==> src/rtl/fdiv_dispatch_pkg.sv <==
// Shared types and constants for the fdiv issue/collect stage.
// The divide-by-zero flag (enabled with FDIV_DISPATCH_DBZ_EN) uses the
// exponent field bounds and helper defined here.
package fdiv_dispatch_pkg;

    typedef logic [31:0] fp32_t;

    localparam int EXP_MSB = 30;
    localparam int EXP_LSB = 23;

    // A divisor whose exponent field is zero is either zero or denormal;
    // both are reported as a divide-by-zero.
    function automatic logic divisor_is_zero(input fp32_t b);
        return (b[EXP_MSB:EXP_LSB] == '0);
    endfunction

endpackage

==> src/rtl/fdiv_dispatch_if.sv <==
// Request/response bus between the core and fdiv_dispatch.
// The master side issues divide requests and consumes results; the slave
// side is the dispatch stage. rsp_dbz exists only with FDIV_DISPATCH_DBZ_EN.
interface fdiv_dispatch_if
    import fdiv_dispatch_pkg::*;
#(
    parameter int TAG_W = 5
) ();

    logic             req_valid;
    logic             req_ready;
    fp32_t            req_a;
    fp32_t            req_b;
    logic [TAG_W-1:0] req_tag;

    logic             rsp_valid;
    logic             rsp_ready;
    fp32_t            rsp_y;
    logic [TAG_W-1:0] rsp_tag;
`ifdef FDIV_DISPATCH_DBZ_EN
    logic             rsp_dbz;
`endif

    modport master (
        output req_valid, req_a, req_b, req_tag, rsp_ready,
`ifdef FDIV_DISPATCH_DBZ_EN
        input  rsp_dbz,
`endif
        input  req_ready, rsp_valid, rsp_y, rsp_tag
    );

    modport slave (
        input  req_valid, req_a, req_b, req_tag, rsp_ready,
`ifdef FDIV_DISPATCH_DBZ_EN
        output rsp_dbz,
`endif
        output req_ready, rsp_valid, rsp_y, rsp_tag
    );

endinterface

==> src/rtl/fdiv_dispatch_fifo.sv <==
// Synchronous result FIFO for fdiv_dispatch.
// Pointers wrap modulo DEPTH; the count is one bit wider than the pointers
// so that a full FIFO is distinguishable from an empty one. The head output
// reads as zero while the FIFO is empty.
module fdiv_dispatch_fifo #(
    parameter int  W     = 32,
    parameter int  DEPTH = 4,
    localparam int AW    = (DEPTH > 1) ? $clog2(DEPTH) : 1,
    localparam int CW    = $clog2(DEPTH) + 1
) (
    input  logic          clk,
    input  logic          rst,
    input  logic          push,
    input  logic [W-1:0]  push_data,
    input  logic          pop,
    output logic [W-1:0]  pop_data,
    output logic          empty,
    output logic [CW-1:0] count
);

    logic [W-1:0]  mem [DEPTH];
    logic [AW-1:0] wr_ptr;
    logic [AW-1:0] rd_ptr;
    logic          full;
    logic          do_push;
    logic          do_pop;

    function automatic logic [AW-1:0] next_ptr(input logic [AW-1:0] p);
        return (p == AW'(DEPTH - 1)) ? '0 : p + 1'b1;
    endfunction

    assign full     = (count == CW'(DEPTH));
    assign empty    = (count == '0);
    assign do_push  = push && !full;
    assign do_pop   = pop && !empty;
    assign pop_data = empty ? '0 : mem[rd_ptr];

    // Pointer and occupancy bookkeeping; a simultaneous push and pop
    // advances both pointers and leaves the count unchanged.
    always_ff @(posedge clk or posedge rst) begin
        if (rst) begin
            wr_ptr <= '0;
            rd_ptr <= '0;
            count  <= '0;
        end else begin
            if (do_push) begin
                wr_ptr <= next_ptr(wr_ptr);
            end
            if (do_pop) begin
                rd_ptr <= next_ptr(rd_ptr);
            end
            case ({do_push, do_pop})
                2'b10:   count <= count + 1'b1;
                2'b01:   count <= count - 1'b1;
                default: count <= count;
            endcase
        end
    end

    // Storage array; contents need no reset because the head is masked
    // whenever the FIFO is empty.
    always_ff @(posedge clk) begin
        if (do_push) begin
            mem[wr_ptr] <= push_data;
        end
    end

    // Credit admission upstream guarantees a free slot for every capture.
    assert property (@(posedge clk) disable iff (rst) !(push && full));

endmodule

==> src/rtl/fdiv_dispatch.sv <==
// Issue and collect stage around the pipelined fdiv unit.
// Requests are registered onto fdiv_x1/x2, tracked by a valid/tag shift
// line that spans the fdiv latency plus the operand register, and the
// quotient is captured into a result FIFO. Admission is credit based:
// a request is accepted only while in-flight plus buffered results are
// below DEPTH, so a captured result always finds a FIFO slot.
// Optional divide-by-zero flag: define FDIV_DISPATCH_DBZ_EN.
module fdiv_dispatch
    import fdiv_dispatch_pkg::*;
#(
    parameter int LAT   = 2,
    parameter int TAG_W = 5,
    parameter int DEPTH = 4
) (
    input  logic           clk,
    input  logic           rst,
    fdiv_dispatch_if.slave bus,
    output fp32_t          fdiv_x1,
    output fp32_t          fdiv_x2,
    input  fp32_t          fdiv_y
);

    localparam int CW = $clog2(DEPTH) + 1;
    localparam int OW = $clog2(DEPTH + LAT + 2) + 1;

    typedef struct packed {
        fp32_t            y;
        logic [TAG_W-1:0] tag;
`ifdef FDIV_DISPATCH_DBZ_EN
        logic             dbz;
`endif
    } rsp_entry_t;

    localparam int EW = $bits(rsp_entry_t);

    // Stage 0 is loaded at accept alongside the operand registers; the
    // entry in stage LAT is captured on the following edge, when fdiv_y
    // has had LAT edges to settle.
    logic [LAT:0]     sl_valid;
    logic [TAG_W-1:0] sl_tag [LAT+1];
`ifdef FDIV_DISPATCH_DBZ_EN
    logic [LAT:0]     sl_dbz;
`endif

    logic          accept;
    logic          capture;
    logic          pop;
    logic [OW-1:0] inflight;
    logic [OW-1:0] occupancy;
    logic [CW-1:0] fifo_count;
    logic          fifo_empty;
    rsp_entry_t    push_entry;
    rsp_entry_t    head_entry;

    assign accept  = bus.req_valid && bus.req_ready;
    assign capture = sl_valid[LAT];
    assign pop     = bus.rsp_ready && !fifo_empty;

    // Operand registers only load on accept so fdiv inputs stay quiet
    // while idle.
    always_ff @(posedge clk or posedge rst) begin
        if (rst) begin
            fdiv_x1 <= '0;
            fdiv_x2 <= '0;
        end else if (accept) begin
            fdiv_x1 <= bus.req_a;
            fdiv_x2 <= bus.req_b;
        end
    end

    // Valid/tag shift line following each operation through fdiv.
    always_ff @(posedge clk or posedge rst) begin
        if (rst) begin
            sl_valid <= '0;
            for (int i = 0; i <= LAT; i++) begin
                sl_tag[i] <= '0;
            end
        end else begin
            sl_valid[0] <= accept;
            sl_tag[0]   <= bus.req_tag;
            for (int i = 1; i <= LAT; i++) begin
                sl_valid[i] <= sl_valid[i-1];
                sl_tag[i]   <= sl_tag[i-1];
            end
        end
    end

`ifdef FDIV_DISPATCH_DBZ_EN
    // Divide-by-zero flag travels beside the tag.
    always_ff @(posedge clk or posedge rst) begin
        if (rst) begin
            sl_dbz <= '0;
        end else begin
            sl_dbz[0] <= divisor_is_zero(bus.req_b);
            for (int i = 1; i <= LAT; i++) begin
                sl_dbz[i] <= sl_dbz[i-1];
            end
        end
    end
`endif

    // Credits in use: every valid shift-line slot plus every buffered
    // result, all from registered state.
    always_comb begin
        inflight = '0;
        for (int i = 0; i <= LAT; i++) begin
            inflight = inflight + OW'(sl_valid[i]);
        end
        occupancy = inflight + OW'(fifo_count);
    end

    assign bus.req_ready = (occupancy < OW'(DEPTH));

    // Result entry assembled from the quotient and the retiring slot.
    always_comb begin
        push_entry     = '0;
        push_entry.y   = fdiv_y;
        push_entry.tag = sl_tag[LAT];
`ifdef FDIV_DISPATCH_DBZ_EN
        push_entry.dbz = sl_dbz[LAT];
`endif
    end

    fdiv_dispatch_fifo #(
        .W     (EW),
        .DEPTH (DEPTH)
    ) u_fifo (
        .clk       (clk),
        .rst       (rst),
        .push      (capture),
        .push_data (push_entry),
        .pop       (pop),
        .pop_data  (head_entry),
        .empty     (fifo_empty),
        .count     (fifo_count)
    );

    assign bus.rsp_valid = !fifo_empty;
    assign bus.rsp_y     = head_entry.y;
    assign bus.rsp_tag   = head_entry.tag;
`ifdef FDIV_DISPATCH_DBZ_EN
    assign bus.rsp_dbz   = head_entry.dbz;
`endif

endmodule
==> src/flat_wrapper.sv <==
// flat-port wrapper written by rule: the top's interface ports become plain ports
module fdiv_dispatch_flat import fdiv_dispatch_pkg::*;
#(
    parameter int LAT   = 2,
    parameter int TAG_W = 5,
    parameter int DEPTH = 4
)
  (clk, rst, fdiv_x1, fdiv_x2, fdiv_y, bus_req_valid, bus_req_a, bus_req_b, bus_req_tag, bus_rsp_ready, bus_req_ready, bus_rsp_valid, bus_rsp_y, bus_rsp_tag);
  fdiv_dispatch_if #(.TAG_W(TAG_W)) bus_i ();
  input  logic clk;
  input  logic rst;
  output fp32_t fdiv_x1;
  output fp32_t fdiv_x2;
  input  fp32_t fdiv_y;
  input wire logic [$bits(bus_i.req_valid)-1:0] bus_req_valid;
  input wire logic [$bits(bus_i.req_a)-1:0] bus_req_a;
  input wire logic [$bits(bus_i.req_b)-1:0] bus_req_b;
  input wire logic [$bits(bus_i.req_tag)-1:0] bus_req_tag;
  input wire logic [$bits(bus_i.rsp_ready)-1:0] bus_rsp_ready;
  output wire logic [$bits(bus_i.req_ready)-1:0] bus_req_ready;
  output wire logic [$bits(bus_i.rsp_valid)-1:0] bus_rsp_valid;
  output wire logic [$bits(bus_i.rsp_y)-1:0] bus_rsp_y;
  output wire logic [$bits(bus_i.rsp_tag)-1:0] bus_rsp_tag;
  assign bus_i.req_valid = bus_req_valid;
  assign bus_i.req_a = bus_req_a;
  assign bus_i.req_b = bus_req_b;
  assign bus_i.req_tag = bus_req_tag;
  assign bus_i.rsp_ready = bus_rsp_ready;
  assign bus_req_ready = bus_i.req_ready;
  assign bus_rsp_valid = bus_i.rsp_valid;
  assign bus_rsp_y = bus_i.rsp_y;
  assign bus_rsp_tag = bus_i.rsp_tag;
  fdiv_dispatch #(.LAT(LAT), .TAG_W(TAG_W), .DEPTH(DEPTH)) u_core (.clk(clk), .rst(rst), .bus(bus_i), .fdiv_x1(fdiv_x1), .fdiv_x2(fdiv_x2), .fdiv_y(fdiv_y));
endmodule
==> config.mk <==
export PLATFORM = sky130hd
export DESIGN_NAME = fdiv_dispatch_flat
export DESIGN_NICKNAME = d
export VERILOG_FILES = /design/src/rtl/fdiv_dispatch_pkg.sv /design/src/rtl/fdiv_dispatch_if.sv /design/src/rtl/fdiv_dispatch_fifo.sv /design/src/rtl/fdiv_dispatch.sv /design/src/flat_wrapper.sv
export SDC_FILE = /design/constraint.sdc
export NUM_CORES = 1
export LEC_CHECK = 0
export CAP_MARGIN = 20
export CORE_MARGIN = 5
export CORE_UTILIZATION = 56
export CTS_BUF_LIST = sky130_fd_sc_hd__clkbuf_4
export DETAILED_ROUTE_END_ITERATION = 7
export PLACE_DENSITY = 0.88
export SKIP_CTS_REPAIR_TIMING = 1
export SLEW_MARGIN = 20
export SYNTH_ARGS = -nofsm -noshare
export SYNTH_HDL_FRONTEND = slang
export SYNTH_SLANG_ARGS = --single-unit
==> constraint.sdc <==
create_clock -name clk -period 7.44 [get_ports clk]
set_input_delay 0.744 -clock clk [delete_from_list [all_inputs] [get_ports clk]]
set_output_delay 0.744 -clock clk [all_outputs]
set_load 0.01 [all_outputs]
### Word level (Yosys, flattened, before mapping)

Memories as Yosys holds them, arrays and structs flattened.
Cells that the tools add are included.

* bits in registers: 89
* memory bits (writable): 148
* word-level logic and storage cells: 37
* memories: 1

* add/subtract/negate cells: 7
* magnitude comparators: 1
* equality and inequality tests: 5
* multiplexer cells: 6
* reductions and logical operators: 8

Memory list
* u_core.u_fifo.mem: words 4, bits a word 37, rd ports 1, clocked after memory_dff 0, wr ports 1, line fdiv_dispatch_fifo.sv:21 `logic [W-1:0] mem [DEPTH];`

Operators with widths (number)
* 37-bit two-way mux: 1
* 2-bit == test (second input constant): 3
* 3-bit case mux with 2 select lines: 1
* 2-bit by 1-bit adder with 2-bit output (second input constant): 2
* 4-bit by 1-bit adder with 4-bit output: 1
* 4-bit by 3-bit adder with 4-bit output: 1
* 1-bit logical AND: 4
* 4-bit by 3-bit < comparator with 1-bit output (second input constant): 1
* 2-bit two-way mux: 2
* 3-bit by 1-bit adder with 3-bit output (second input constant): 1
* 3-bit == test (second input constant): 1
* 3-bit logical NOT: 1
* 3-bit by 1-bit subtractor with 3-bit output (second input constant): 1
* 1-bit by 1-bit adder with 2-bit output: 1
* 2-bit by 1-bit == test with 1-bit output (second input constant): 1
* 1-bit logical NOT: 2
* 1-bit two-way mux: 2
* 2-bit nonzero test: 1

### Depth between registers and ports, before layout

* depth after elaboration: 6
* gate-level depth with buffers: 9
* gate-level depth less buffers: 9

### By module

From an unflattened synthesis, not the netlist that was laid out.

* cell total of the unflattened synthesis: 440
* area total of the unflattened synthesis: 9207.6 sq um

By module, submodules not included
* fdiv_dispatch_fifo: times used 1, cells an instance 274, area each 6023.3 sq um, seq. area each 4619.4 sq um
* fdiv_dispatch: times used 1, cells an instance 166, area each 3184.3 sq um, seq. area each 2052.0 sq um

### Least setup slack after synthesis

OpenSTA, ideal clock, no wires.

* kind: reg2out
* from: register u_core.u_fifo.rd_ptr[0]
* to: output port bus_rsp_y[23]
* arrival: 1557 ps
* required time: 6696 ps
* path slack: 5139 ps
* cell stages (with the launch flop): 5
* path through: dfrtp_1 -> buf_4 -> buf_2 -> mux4_2 -> and2_1

* word-level cells in the longest chain between the ends: 2

RTL lines
* start, declared: line fdiv_dispatch_fifo.sv:23 `logic [AW-1:0] rd_ptr;`
* start signal, assigned: line fdiv_dispatch_fifo.sv:50 `rd_ptr <= next_ptr(rd_ptr);`
* memory read 4 x 37 bit
* 37-bit two-way mux: line fdiv_dispatch_fifo.sv:36 `assign pop_data = empty ? '0 : mem[rd_ptr];`
* end, declared: line flat_wrapper.sv:22 `output wire logic [$bits(bus_i.rsp_y)-1:0] bus_rsp_y;`

No other way between the ends.

### Worst setup path after layout

* from: register u_core.u_fifo.rd_ptr[0]
* to: output port bus_rsp_y[5]

Same word-level chain as after synthesis.

==> key figures <==
Power and ir drop
  • Switching power: 1.44 mW
  • Net Sw Frac: 29.0%
  • Cell-internal power: 3.53 mW
  • Combinational cell fraction of total power: 39.3%
  • Power per cell area: 410 nW/um2
  • Seq pwr share: 39.9%
  • Peak VDD IR: 0.254 mV
  • P_leak: 4.68 nW
  • Clock Power Share: 20.8%

Detailed routing
  • Final ANT Viol Nets: 0
  • Residual DRC: 0
  • Drt total wl: 18.5 mm
  • DR WL/cell: 19.4 um
  • Vias: 4863
  • Vias per cell: 5.12
  • Drt pass-1 iters: 4
  • Initial drt markers: 205

STA
  • Final setup margin: 3.61 ns
  • Hold Vio Cnt, Final: 0
  • F_max: 0.261 GHz
  • RSZ-0062 raised after global routing: false
  • Final count of pins violating max slew: 0
  • Period utilization: 51.5%
  • Fin crit period: 3.83 ns
  • Fin Clk Skew: 0.0185 ns
  • Worst-margin pin slew: 1.06 ns
  • Setup violators final: 0
  • Fin Setup TNS: 0 ns
  • Worst rel slew slack: 29.4%

Setup path
  • Worst Path Required: 6.70 ns
  • Worst Path Arrival: 3.09 ns
  • Max FO, Critical Path: 23
  • Worst setup SP type: flop
  • Setup Crit Path Kind: reg -> out
  • CP Capture Type: output port

Die
  • Die area: 18900 um2
  • Die Y-Extent: 137 um
  • Rows: 46
  • Die X: 137 um
  • Ports: 208
  • Core Region: 15900 um2
  • Initial core utilization: 57.3%

Placed design
  • PortBufs: 207
  • Final HPWL DP: 12.1 mm
  • GP Congestion: 0.765
  • Dpl cells: 843
  • Place WS: 4.18 ns

Synth
  • Mapped Nets: 550
  • Largest cells by area after synthesis: edfxtp_1 (49%), dfrtp_1 (24%), mux4_2 (9.2%)
  • Syn Inst Count: 435
  • Number of synthesized register bits: 237
  • Synth cell types: 23
  • Top cell type by total area after synthesis: edfxtp_1
  • Post-synthesis sequential area ratio: 73.3%
  • Share of the synthesized area in the top cell type: 48.8%
  • Mean Syn Cell Area: 20.9 um2
  • Post-synthesis cell area: 9100 um2
  • Synthesis Warnings: 0

Final layout
  • Net total in the final layout: 802
  • Area Overhead vs Synth: 32.9%
  • Post-route insts no fill: 950
  • Share of post-route cells with drive strength above 1: 28.4%
  • Util after Layout: 76.1%

Clock tree
  • CTS tree: built
  • Max clock buf depth: 3
  • Clock slew seen by the registers of the worst setup and hold paths: 0.07 ns
  • H-tree depth: 2
  • Clk_lat worst skew: 0.64 ns
  • Root Driver: clkbuf_4
  • Total CTS buffers: 58
  • CTS Sinks: 237

GRT
  • Number of global-route vias before repair: 5516
  • Number of antenna violations at the first check in global routing: 1
  • Largest net degree at the start of global routing: 66
  • Remaining global-route overflow: 0
  • First-pass GRT wire length: 29.3 mm
  • Gr usage total: 20.4%

Job
  • Max cap viols: 0

Outcome
  • Outcome: completed

Min path
  • Worst min path class: reg -> reg
==> layout by cell type, fill, tap and decap left out, drive strengths merged <==
cell type / count
mux2i: 1
clkdlybuf4s50: 207
clkbuf: 84
and2: 42
fa: 1
a31oi: 1
a211oi: 1
dfrtp: 89
xor2: 2
edfxtp: 148
mux4: 37
or3: 1
bufinv: 1
a21o: 1
a2111o: 1
inv: 11
buf: 4
ha: 9
nor2: 3
clkinv: 16
mux2: 68
xnor2: 1
diode: 5
==> flip-flops by register name, indices dropped and copies added (netlist names) <==
| signal | cells |
|---|---|
| u_core.u_fifo.wr_ptr | 2 |
| u_core.fdiv_x1 | 32 |
| u_core.u_fifo.rd_ptr | 2 |
| u_core.sl_tag | 10 |
| u_core.push_entry | 5 |
| u_core.sl_valid | 3 |
| u_core.u_fifo.mem | 148 |
| u_core.u_fifo.count | 3 |
| u_core.fdiv_x2 | 32 |
==> power by group through the flow <==
stage | Combinational, mW | Sequential (mW) | Clock (mW)
CTS | 1.99 | 1.98 | 1.06
global route | 2.09 | 2.03 | 1.14
floorplan | 1.06 | 1.98 | 0
global placement | 1.93 | 1.98 | 0
detailed placement | 1.99 | 2.00 | 0
finish | 1.95 | 1.98 | 1.03
==> routing by layer <==
layer	track usage [%]	wire [um]	vias to the layer above
met5	0	0	-
met4	6.26	235	0
li1	-	-	2195
met2	33.2	9200	212
met1	25.8	7410	2438
met3	7.30	1620	18
==> critical path, stage by stage (launching register included) <==
cell	delay [ns]
dfrtp_2	0.71
buf_4	0.50
mux4_2	0.58
and2_1	0.18
clkdlybuf4s50_1	0.48
==> cell families after synthesis <==
logic type / share of synthesized area (%)
fa+ha+maj: 1.46
flops: 73.3
buf+inv: 1.80
xor+xnor: 0.289
mux: 19.7
simple gates: 3.08
compound gates: 0.358
==> cell usage after synthesis, drive strengths merged <==
library cell,n
a2111o,1
a211oi,1
a21o,1
a31oi,1
and2,42
buf,14
clkbuf,5
dfrtp,89
edfxtp,148
fa,1
ha,9
inv,10
mux2,68
mux2i,1
mux4,37
nor2,3
or3,1
xnor2,1
xor2,2
==> metrics by stage <==
stage	instance area [um2]	hold WS (ns)	total power, mW
after global routing	12100	0.356	5.26
after floorplan	9100	0.331	3.04
after detailed placement	11400	0.335	3.98
final	12100	0.342	4.97
after global placement	11400	0.334	3.91
after CTS	12100	0.344	5.04
==> worst paths after layout <==
kind / start / to / slack [ns] / depth (start not counted)
setup reg to reg: u_core.sl_valid[1]$_DFF_PP0_ / u_core.fdiv_x2[25]$_DFFE_PP0P_ / 4.82 / 6
setup / recovery: u_core.u_fifo.rd_ptr[0]$_DFFE_PP0P_ / bus_rsp_y[5] / 3.61 / 4
max in group asynchronous: rst / u_core.u_fifo.rd_ptr[1]$_DFFE_PP0P_ / 5.80 / 3
min in group asynchronous: rst / u_core.sl_tag[10]$_DFF_PP0_ / 0.44 / 2
hold / removal: u_core.sl_tag[6]$_DFF_PP0_ / u_core.push_entry[1]$_DFF_PP0_ / 0.34 / 0
hold reg to reg: u_core.sl_tag[6]$_DFF_PP0_ / u_core.push_entry[1]$_DFF_PP0_ / 0.34 / 0
==> cell type report <==
type	instances	area (um2)
Antenna cell	5	12.5
Clock buffer	84	631
Clock inverter	18	97.6
Fill cell	919	3790
Inverter	10	38.8
Multi-Input combinational cell	169	2270
Sequential cell	237	6670
Tap cell	216	270
Timing Repair Buffer	211	2100
(Power assumes the default switching activity.)
